**src/rtl/branch_sequencer_pkg.sv**
```systemverilog
// Shared core definitions for the branch path: branch condition codes
// (common with the external branch comparator and the decoder) and the
// sequencer state encoding.
package branch_sequencer_pkg;

    typedef enum logic [3:0] {
        BR_EQ  = 4'd0,
        BR_NE  = 4'd1,
        BR_LT  = 4'd2,
        BR_LTU = 4'd3,
        BR_GE  = 4'd4,
        BR_GEU = 4'd5
    } br_code_t;

    typedef enum logic [1:0] {
        ST_IDLE     = 2'd0,
        ST_EVAL     = 2'd1,
        ST_REDIRECT = 2'd2,
        ST_FLUSH    = 2'd3
    } seq_state_t;

    // Codes above BR_GEU are reserved and resolve as not-taken with an error.
    function automatic logic is_legal_code(input logic [3:0] code);
        return code <= 4'(BR_GEU);
    endfunction

endpackage

```
**src/rtl/branch_sequencer.sv**
```systemverilog
// branch_sequencer: captures one conditional-branch request, resolves it
// through the external branch comparator, reports the outcome and, on a
// mispredict, issues a redirect followed by a fixed-length pipeline flush.
//
// Ports:
//   clk, rst_n                  clock, asynchronous active-low reset
//   req_valid/req_ready         request handshake (accepted only in IDLE)
//   req_ctrl/a/b/pc/imm         branch code, operands, branch PC, signed offset
//   req_pred_taken              predictor outcome for this branch
//   cmp_a/cmp_b/cmp_ctrl        operands to the external comparator (captured)
//   cmp_flag                    combinational comparator result
//   res_valid/taken/mispred/err one-cycle resolve pulse and its qualifiers
//   redir_valid/ready, redir_pc redirect handshake and target
//   flush                       flush hold, FLUSH_CYCLES cycles after redirect
//   busy                        high whenever not IDLE
//   br_count, mispred_count     saturating statistics counters
module branch_sequencer
    import branch_sequencer_pkg::*;
#(
    parameter int BIT_WIDTH    = 32,
    parameter int FLUSH_CYCLES = 2,
    parameter int CNT_WIDTH    = 16
) (
    input  logic                 clk,
    input  logic                 rst_n,

    input  logic                 req_valid,
    output logic                 req_ready,
    input  logic [3:0]           req_ctrl,
    input  logic [BIT_WIDTH-1:0] req_a,
    input  logic [BIT_WIDTH-1:0] req_b,
    input  logic [BIT_WIDTH-1:0] req_pc,
    input  logic [BIT_WIDTH-1:0] req_imm,
    input  logic                 req_pred_taken,

    output logic [BIT_WIDTH-1:0] cmp_a,
    output logic [BIT_WIDTH-1:0] cmp_b,
    output logic [3:0]           cmp_ctrl,
    input  logic                 cmp_flag,

    output logic                 res_valid,
    output logic                 res_taken,
    output logic                 res_mispred,
    output logic                 res_err,

    output logic                 redir_valid,
    input  logic                 redir_ready,
    output logic [BIT_WIDTH-1:0] redir_pc,

    output logic                 flush,
    output logic                 busy,

    output logic [CNT_WIDTH-1:0] br_count,
    output logic [CNT_WIDTH-1:0] mispred_count
);

    seq_state_t state, state_next;

    logic [3:0]           cap_ctrl;
    logic [BIT_WIDTH-1:0] cap_a, cap_b, cap_pc, cap_imm;
    logic                 cap_pred;
    logic [3:0]           flush_cnt;
    logic                 ready_en;

    logic                 legal;
    logic                 taken;
    logic                 mispred;
    logic [BIT_WIDTH-1:0] target;
    logic                 accept;

    // Resolution terms, meaningful only while in EVAL.
    always_comb begin
        legal   = is_legal_code(cap_ctrl);
        taken   = legal && cmp_flag;
        mispred = (taken != cap_pred);
        target  = taken ? (cap_pc + cap_imm) : (cap_pc + BIT_WIDTH'(4));
    end

    assign accept = req_valid && req_ready;

    // State register
    always_ff @(posedge clk or negedge rst_n) begin
        if (!rst_n) state <= ST_IDLE;
        else        state <= state_next;
    end

    // Next-state logic
    always_comb begin
        state_next = state;
        unique case (state)
            ST_IDLE:     if (accept) state_next = ST_EVAL;
            ST_EVAL:     state_next = mispred ? ST_REDIRECT : ST_IDLE;
            ST_REDIRECT: if (redir_ready) state_next = ST_FLUSH;
            ST_FLUSH:    if (flush_cnt <= 4'd1) state_next = ST_IDLE;
            default:     state_next = ST_IDLE;
        endcase
    end

    // Output logic
    always_comb begin
        // ready_en keeps req_ready low until the first edge after reset release.
        req_ready   = (state == ST_IDLE) && ready_en;
        busy        = (state != ST_IDLE);
        res_valid   = (state == ST_EVAL);
        res_taken   = (state == ST_EVAL) && taken;
        res_mispred = (state == ST_EVAL) && mispred;
        res_err     = (state == ST_EVAL) && !legal;
        redir_valid = (state == ST_REDIRECT);
        flush       = (state == ST_FLUSH);
    end

    assign cmp_a    = cap_a;
    assign cmp_b    = cap_b;
    assign cmp_ctrl = cap_ctrl;

    always_ff @(posedge clk or negedge rst_n) begin
        if (!rst_n) ready_en <= 1'b0;
        else        ready_en <= 1'b1;
    end

    // Request capture
    always_ff @(posedge clk or negedge rst_n) begin
        if (!rst_n) begin
            cap_ctrl <= '0;
            cap_a    <= '0;
            cap_b    <= '0;
            cap_pc   <= '0;
            cap_imm  <= '0;
            cap_pred <= 1'b0;
        end else if (accept) begin
            cap_ctrl <= req_ctrl;
            cap_a    <= req_a;
            cap_b    <= req_b;
            cap_pc   <= req_pc;
            cap_imm  <= req_imm;
            cap_pred <= req_pred_taken;
        end
    end

    // Redirect target is loaded only on a mispredict so it stays put in REDIRECT.
    always_ff @(posedge clk or negedge rst_n) begin
        if (!rst_n)                           redir_pc <= '0;
        else if (state == ST_EVAL && mispred) redir_pc <= target;
    end

    // Flush down-counter: loaded on redirect handshake, counts FLUSH cycles.
    always_ff @(posedge clk or negedge rst_n) begin
        if (!rst_n) begin
            flush_cnt <= '0;
        end else if (state == ST_REDIRECT && redir_ready) begin
            flush_cnt <= 4'(FLUSH_CYCLES);
        end else if (state == ST_FLUSH && flush_cnt != '0) begin
            flush_cnt <= flush_cnt - 4'd1;
        end
    end

    // Saturating statistics
    always_ff @(posedge clk or negedge rst_n) begin
        if (!rst_n) begin
            br_count      <= '0;
            mispred_count <= '0;
        end else begin
            if (res_valid && br_count != '1)
                br_count <= br_count + CNT_WIDTH'(1);
            if (res_mispred && mispred_count != '1)
                mispred_count <= mispred_count + CNT_WIDTH'(1);
        end
    end

endmodule

```
**config.mk**
```make
export PLATFORM = sky130hd
export DESIGN_NAME = branch_sequencer
export DESIGN_NICKNAME = d
export VERILOG_FILES = /design/src/rtl/branch_sequencer_pkg.sv /design/src/rtl/branch_sequencer.sv
export SDC_FILE = /design/constraint.sdc
export NUM_CORES = 1
export LEC_CHECK = 0
export CORE_UTILIZATION = 53
export DETAILED_ROUTE_END_ITERATION = 12
export MAX_ROUTING_LAYER = met4
export PLACE_DENSITY = 0.95
export SETUP_SLACK_MARGIN = 0.15
export SKIP_CTS_REPAIR_TIMING = 1
export SYNTH_ARGS = -nofsm -noshare
export SYNTH_HDL_FRONTEND = slang
export SYNTH_SLANG_ARGS = --single-unit
```
**constraint.sdc**
```tcl
create_clock -name clk -period 7.3 [get_ports clk]
set_clock_uncertainty 0.1 [all_clocks]
set_input_delay 2.19 -clock clk [delete_from_list [all_inputs] [get_ports clk]]
set_output_delay 2.19 -clock clk [all_outputs]
set_load 0.05 [all_outputs]
```
**Word level (Yosys, flattened, before mapping)**

Cells that the tools add are included.

- Register bits after elaboration: 204
- Latch bits: 0
- RAM bits: 0
- ROM bits: 0
- Input port bits: 138
- Output and inout port bits: 140
- Word-level logic and storage cells: 52
- Memories kept: 0

- Add/sub/neg operators: 5
- Multiply operators: 0
- Div/mod/pow operators: 0
- Order comparisons: 2
- Equal/unequal tests: 9
- Shift-type cells: 0
- Muxes and demuxes: 8
- Bitwise operators: 0
- Reduce and logical (&&, ||, !) cells: 16

Operators by type and width:

| operator | number |
|---|---|
| $add A16 B1 Y16 const B | 2 |
| $add A32 B3 Y32 const B | 1 |
| $add A32 B32 Y32 | 1 |
| $mux W32 | 1 |
| $ne A16 B16 Y1 const B | 2 |
| $logic_and A1 B1 Y1 | 10 |
| $mux W2 | 4 |
| $mux W4 | 2 |
| $pmux W2 S4 | 1 |
| $eq A2 B2 Y1 const B | 2 |
| $le A4 B1 Y1 const B | 1 |
| $le A4 B3 Y1 const B | 1 |
| $ne A2 B1 Y1 const B | 2 |
| $reduce_bool A2 Y1 | 2 |
| $reduce_bool A4 Y1 | 1 |
| $sub A4 B1 Y4 const B | 1 |
| $reduce_and A3 Y1 | 1 |
| $eq A2 B1 Y1 const B | 1 |
| $logic_not A2 Y1 | 1 |
| $ne A2 B2 Y1 const B | 1 |
| $logic_not A1 Y1 | 1 |
| $ne A1 B1 Y1 | 1 |

**Depth between registers and ports, before layout**

- Depth in word-level cells: 5
- Gate-level depth with buffers: 9
- Gate-level depth less buffers: 9

**Worst setup path before layout**

OpenSTA, ideal clock, no wires.

- Path kind: input port to output port
- Start point: input port cmp_flag
- End point: output port res_taken
- Arrival time: 3.048 ns
- Data required time: 5.010 ns
- Slack: 1.962 ns
- Stages: 3
- Path buffers: 1
- Cell sequence: nand2_1 buf_2 nor2_1

- Word-level cells in the longest chain between the ends: 2

Ends and longest elaborated chain:

| item | line | RTL |
|---|---|---|
| start, declared | branch_sequencer.sv:39 | `input logic cmp_flag,` |
| $logic_and A1 B1 Y1 | branch_sequencer.sv:74 | `taken = legal && cmp_flag;` |
| $logic_and A1 B1 Y1 | branch_sequencer.sv:105 | `res_taken = (state == ST_EVAL) && taken;` |
| end, declared | branch_sequencer.sv:42 | `output logic res_taken,` |

Every way passes these cells.

**Final worst setup path**

- Start point: input port cmp_flag
- End point: output port res_mispred

- Word-level cells in the longest chain between the ends: 3

Ends and longest elaborated chain:

| item | line | RTL |
|---|---|---|
| $logic_and A1 B1 Y1 | branch_sequencer.sv:74 |  |
| $ne A1 B1 Y1 | branch_sequencer.sv:75 | `mispred = (taken != cap_pred);` |
| $logic_and A1 B1 Y1 | branch_sequencer.sv:106 | `res_mispred = (state == ST_EVAL) && mispred;` |
| end, declared | branch_sequencer.sv:43 | `output logic res_mispred,` |

Every way passes these cells.

==> insert_results.sql <==
INSERT INTO impl_metrics (metric_group, metric, value, unit) VALUES
('clocking', 'cts.sink_count', '204', ''),
('floorplan', 'initial_utilization', '54.52', '%'),
('floorplan', 'fp.dieArea', '20720', 'sq um'),
('power_and_ir_drop', 'netSwitchingPower', '3.714', 'mW'),
('clocking', 'max-clock-path-buffers', '3', ''),
('route', 'detailedRoute.firstPassIterationCount', '6', ''),
('logic_synthesis', 'ys_dominant_reg_cell', 'sky130_fd_sc_hd__dfrtp_1', ''),
('global_routing', 'groute.layer.met3.usage', '5.498', '%'),
('place', 'gp_congestion', '0.9373', ''),
('route', 'detail_route.iter0.violations', '535', ''),
('logic_synthesis', 'synth_area_leader_cell', 'sky130_fd_sc_hd__dfrtp_1', ''),
('floorplan', 'dieWidth', '144.0', 'um'),
('logic_synthesis', 'post_synth_num_cell_types', '73', ''),
('worst_setup_path', 'setup.worst_path.end_class', 'output pin', ''),
('logic_synthesis', 'ys_seq_elements', '204', ''),
('power_and_ir_drop', 'power.sequential.fraction', '27.0', '%'),
('global_routing', 'grt_antenna_before_repair', '0', ''),
('timing', 'worst_slew_margin_relative_to_its_limit', '23.80', '%'),
('worst_hold_path', 'holdCritPathClass', 'flop to flop', ''),
('final_layout', 'share_of_final_layout_standard_cells_stronger_than_drive_strength_1', '16.48', '%'),
('route', 'route.detailed.drc', '0', ''),
('worst_setup_path', 'crit_path_start_kind', 'primary input', ''),
('logic_synthesis', 'netlist_area', '10680', 'sq um'),
('timing', 'grt_setup_unrepaired', 'false', ''),
('route', 'vias_per_cell', '5.850', ''),
('timing', 'max_slew.worst_pin.slew', '1137', 'ps'),
('route', 'ant_nets', '0', ''),
('power_and_ir_drop', 'ir_drop', '0.4209', 'mV'),
('global_routing', 'maximum_number_of_pins_on_one_net_before_global_route_repair', '103', ''),
('worst_setup_path', 'worstPathArrival', '4040', 'ps'),
('logic_synthesis', 'ys_async_sr_fraction', '100.0', '%'),
('final_layout', 'fillCellCount', '1331', ''),
('run', 'maxCapViolCount', '0', ''),
('place', 'worst_case_setup_slack_after_placement', '980.4', 'ps'),
('timing', 'timing.final.crit_share', '86.78', '%'),
('global_routing', 'gr-usage-met1', '35.59', '%'),
('power_and_ir_drop', 'cell_internal_pwr', '4.082', 'mW'),
('logic_synthesis', 'post_synth.cell_area_avg', '11.04', 'sq um'),
('clocking', 'later_pin_clock_latency_in_the_skew_report', '510', 'ps'),
('power_and_ir_drop', 'pwr_density_cell', '542.6', 'nW/um^2'),
('power_and_ir_drop', 'switching_share', '47.64', '%'),
('worst_setup_path', 'critical_path_rt', '5010', 'ps'),
('final_layout', 'finish.utilization', '73.34', '%'),
('route', 'routed-via-count', '8845', ''),
('outcome', 'outcome', 'completed', ''),
('timing', 'layout_setup_ws', '965.2', 'ps'),
('power_and_ir_drop', 'portion_of_total_power_attributed_to_the_clock_network', '14.7', '%'),
('floorplan', 'io_pins', '278', ''),
('logic_synthesis', 'yosys_warnings', '0', ''),
('floorplan', 'floorplan.die.height', '144.0', 'um'),
('logic_synthesis', 'synthCells', '967', ''),
('floorplan', 'design.core.area', '19590', 'sq um'),
('timing', 'report.final.slew_viol_count', '0', ''),
('timing', 'post-route-min-period', '6335', 'ps'),
('global_routing', 'remaining_global_route_overflow', '0', ''),
('logic_synthesis', 'synth.top_cells.by_area', 'sky130_fd_sc_hd__dfrtp_1 (48%), sky130_fd_sc_hd__mux2_2 (14%), sky130_fd_sc_hd__ha_1 (4.2%)', ''),
('floorplan', 'std_cell_rows', '51', ''),
('logic_synthesis', 'yosysSeqAreaShare', '47.80', '%'),
('clocking', 'htree_num_levels', '1', ''),
('logic_synthesis', 'postSynthNetCount', '1142', ''),
('place', 'dp.final_hpwl', '21.44', 'mm'),
('clocking', 'number_of_clock_buffers_inserted_by_tritoncts', '24', ''),
('global_routing', 'grt_busiest_layer', 'met2', ''),
('place', 'port_buffers', '277', ''),
('logic_synthesis', 'synth.top_cell.area_share', '47.80', '%'),
('power_and_ir_drop', 'comb_power_share', '58.3', '%'),
('worst_setup_path', 'critical_path_class', 'primary input to output pin', ''),
('clocking', 'tritoncts', 'done', ''),
('clocking', 'cts_root_buf', 'sky130_fd_sc_hd__clkbuf_16', ''),
('timing', 'total_negative_setup_slack', '0', 'ps'),
('route', 'detail_route.wl_per_cell', '19.63', 'um');
==> cell usage after synthesis, types with 3 or more instances <==
cell,n
sky130_fd_sc_hd__nor2_1,56
sky130_fd_sc_hd__buf_2,26
sky130_fd_sc_hd__nand2_1,79
sky130_fd_sc_hd__ha_1,36
sky130_fd_sc_hd__nor2_2,4
sky130_fd_sc_hd__o211ai_1,5
sky130_fd_sc_hd__mux2i_1,10
sky130_fd_sc_hd__a22oi_1,13
sky130_fd_sc_hd__mux2_2,136
sky130_fd_sc_hd__a31oi_1,8
sky130_fd_sc_hd__nor4_1,5
sky130_fd_sc_hd__inv_1,16
sky130_fd_sc_hd__a21oi_2,4
sky130_fd_sc_hd__nor2b_1,5
sky130_fd_sc_hd__a21boi_0,3
sky130_fd_sc_hd__and3_1,12
sky130_fd_sc_hd__clkbuf_1,9
sky130_fd_sc_hd__nor3_1,13
sky130_fd_sc_hd__a222oi_1,4
sky130_fd_sc_hd__or2_2,3
sky130_fd_sc_hd__xnor2_1,43
sky130_fd_sc_hd__a21o_1,14
sky130_fd_sc_hd__nand2b_1,3
sky130_fd_sc_hd__xor2_1,34
sky130_fd_sc_hd__dfrtp_1,204
sky130_fd_sc_hd__nand3_1,40
sky130_fd_sc_hd__o21ai_1,3
sky130_fd_sc_hd__or3_1,4
sky130_fd_sc_hd__and2_1,7
sky130_fd_sc_hd__nand4_1,26
sky130_fd_sc_hd__buf_6,5
sky130_fd_sc_hd__o22ai_1,4
sky130_fd_sc_hd__o21ai_0,36
sky130_fd_sc_hd__a21oi_1,45
sky130_fd_sc_hd__o21a_1,6
==> area by class of cell <==
type | count | area [sq um] | share of cell area [%]
multi-input cells | 703 | 5285 | 36.78
flip-flops and latches | 204 | 5105 | 35.53
repair buffers | 283 | 2821 | 19.64
clock buffers | 35 | 713.2 | 4.964
well taps | 265 | 331.6 | 2.308
inverters | 16 | 60.06 | 0.4180
clock inverters | 3 | 43.79 | 0.3048
diodes | 3 | 7.507 | 0.05225
==> worst paths after layout <==
path / end / depth (start not counted) / start / slack [ps]
max reg2reg: cmp_a[14] / 5 / state[0] / 4480
max in group asynchronous: cmp_b[20] / 2 / rst_n / 4180
min in group asynchronous: cmp_b[5] / 1 / rst_n / 1670
max: res_mispred / 5 / cmp_flag / 970
min: mispred_count[9] / 1 / mispred_count[9] / 390
min reg2reg: mispred_count[9] / 1 / mispred_count[9] / 390
==> power groups by stage <==
stage / Combinational, mW / Clock, mW / Sequential [mW]
after floorplan: 2.19 / 0 / 3.02
after global placement: 4.34 / 0 / 2.07
after detailed placement: 4.46 / 0 / 2.11
after CTS: 4.49 / 1.17 / 2.10
after global routing: 4.83 / 1.21 / 2.17
final: 4.54 / 1.15 / 2.10
==> registers in the layout, indices dropped and copies added (netlist names), named ones only <==
name           cells
br_count          16
cap_imm           32
cap_pc            32
cap_pred           1
cmp_a             32
cmp_b             32
cmp_ctrl           4
flush_cnt          4
mispred_count     16
ready_en           1
redir_pc          32
state              1
==> logic make-up after synthesis <==
logic type | after synthesis | share of synthesized area, %
compound gates | 166 | 10.05
xor+xnor | 77 | 6.314
fa+ha+maj | 37 | 4.405
buf+inv | 60 | 2.847
flops | 204 | 47.80
mux | 146 | 15.28
other cells | 1 | 0.03511
simple gates | 276 | 13.27
==> routing by layer <==
metal	up-vias	wire length (um)
met1	4269	11270
li1	4006	-
met5	-	0
met3	96	2445
met2	474	14660
met4	0	1302
==> metrics by stage <==
| stage | area (sq um) | hold slack, ps | std cells | total power, mW |
|---|---|---|---|---|
| after floorplan | 10680 | 381.9 | 967 | 5.204 |
| after global placement | 13600 | 364.9 | 1471 | 6.415 |
| after detailed placement | 13600 | 388.3 | 1471 | 6.568 |
| after CTS | 14360 | 399.6 | 1509 | 7.767 |
| after global routing | 14360 | 416.3 | 1509 | 8.202 |
| final | 14370 | 389.8 | 1512 | 7.795 |
==> critical path: stages <==
cell,delay (ps)
sky130_fd_sc_hd__clkdlybuf4s50_1,440
sky130_fd_sc_hd__a21boi_0,340
sky130_fd_sc_hd__o21ai_4,110
sky130_fd_sc_hd__inv_1,130
sky130_fd_sc_hd__clkdlybuf4s50_1,830
==> placed cells by master, fill, tap and decap left out, types with 4 or more instances in the layout <==
cell	n
sky130_fd_sc_hd__a21o_1	14
sky130_fd_sc_hd__a21oi_1	45
sky130_fd_sc_hd__a21oi_2	4
sky130_fd_sc_hd__a222oi_1	4
sky130_fd_sc_hd__a22oi_1	13
sky130_fd_sc_hd__a31oi_1	8
sky130_fd_sc_hd__and2_1	6
sky130_fd_sc_hd__and3_1	12
sky130_fd_sc_hd__buf_4	6
sky130_fd_sc_hd__clkbuf_1	5
sky130_fd_sc_hd__clkbuf_16	25
sky130_fd_sc_hd__clkbuf_8	6
sky130_fd_sc_hd__clkdlybuf4s50_1	276
sky130_fd_sc_hd__dfrtp_1	204
sky130_fd_sc_hd__ha_1	36
sky130_fd_sc_hd__inv_1	16
sky130_fd_sc_hd__mux2_2	136
sky130_fd_sc_hd__mux2i_1	10
sky130_fd_sc_hd__nand2_1	79
sky130_fd_sc_hd__nand3_1	40
sky130_fd_sc_hd__nand4_1	26
sky130_fd_sc_hd__nor2_1	56
sky130_fd_sc_hd__nor2_2	4
sky130_fd_sc_hd__nor2b_1	5
sky130_fd_sc_hd__nor3_1	13
sky130_fd_sc_hd__nor4_1	5
sky130_fd_sc_hd__o211ai_1	5
sky130_fd_sc_hd__o21a_1	6
sky130_fd_sc_hd__o21ai_0	35
sky130_fd_sc_hd__o22ai_1	4
sky130_fd_sc_hd__or3_1	4
sky130_fd_sc_hd__xnor2_1	43
sky130_fd_sc_hd__xor2_1	34
(Power assumes the default switching activity.)
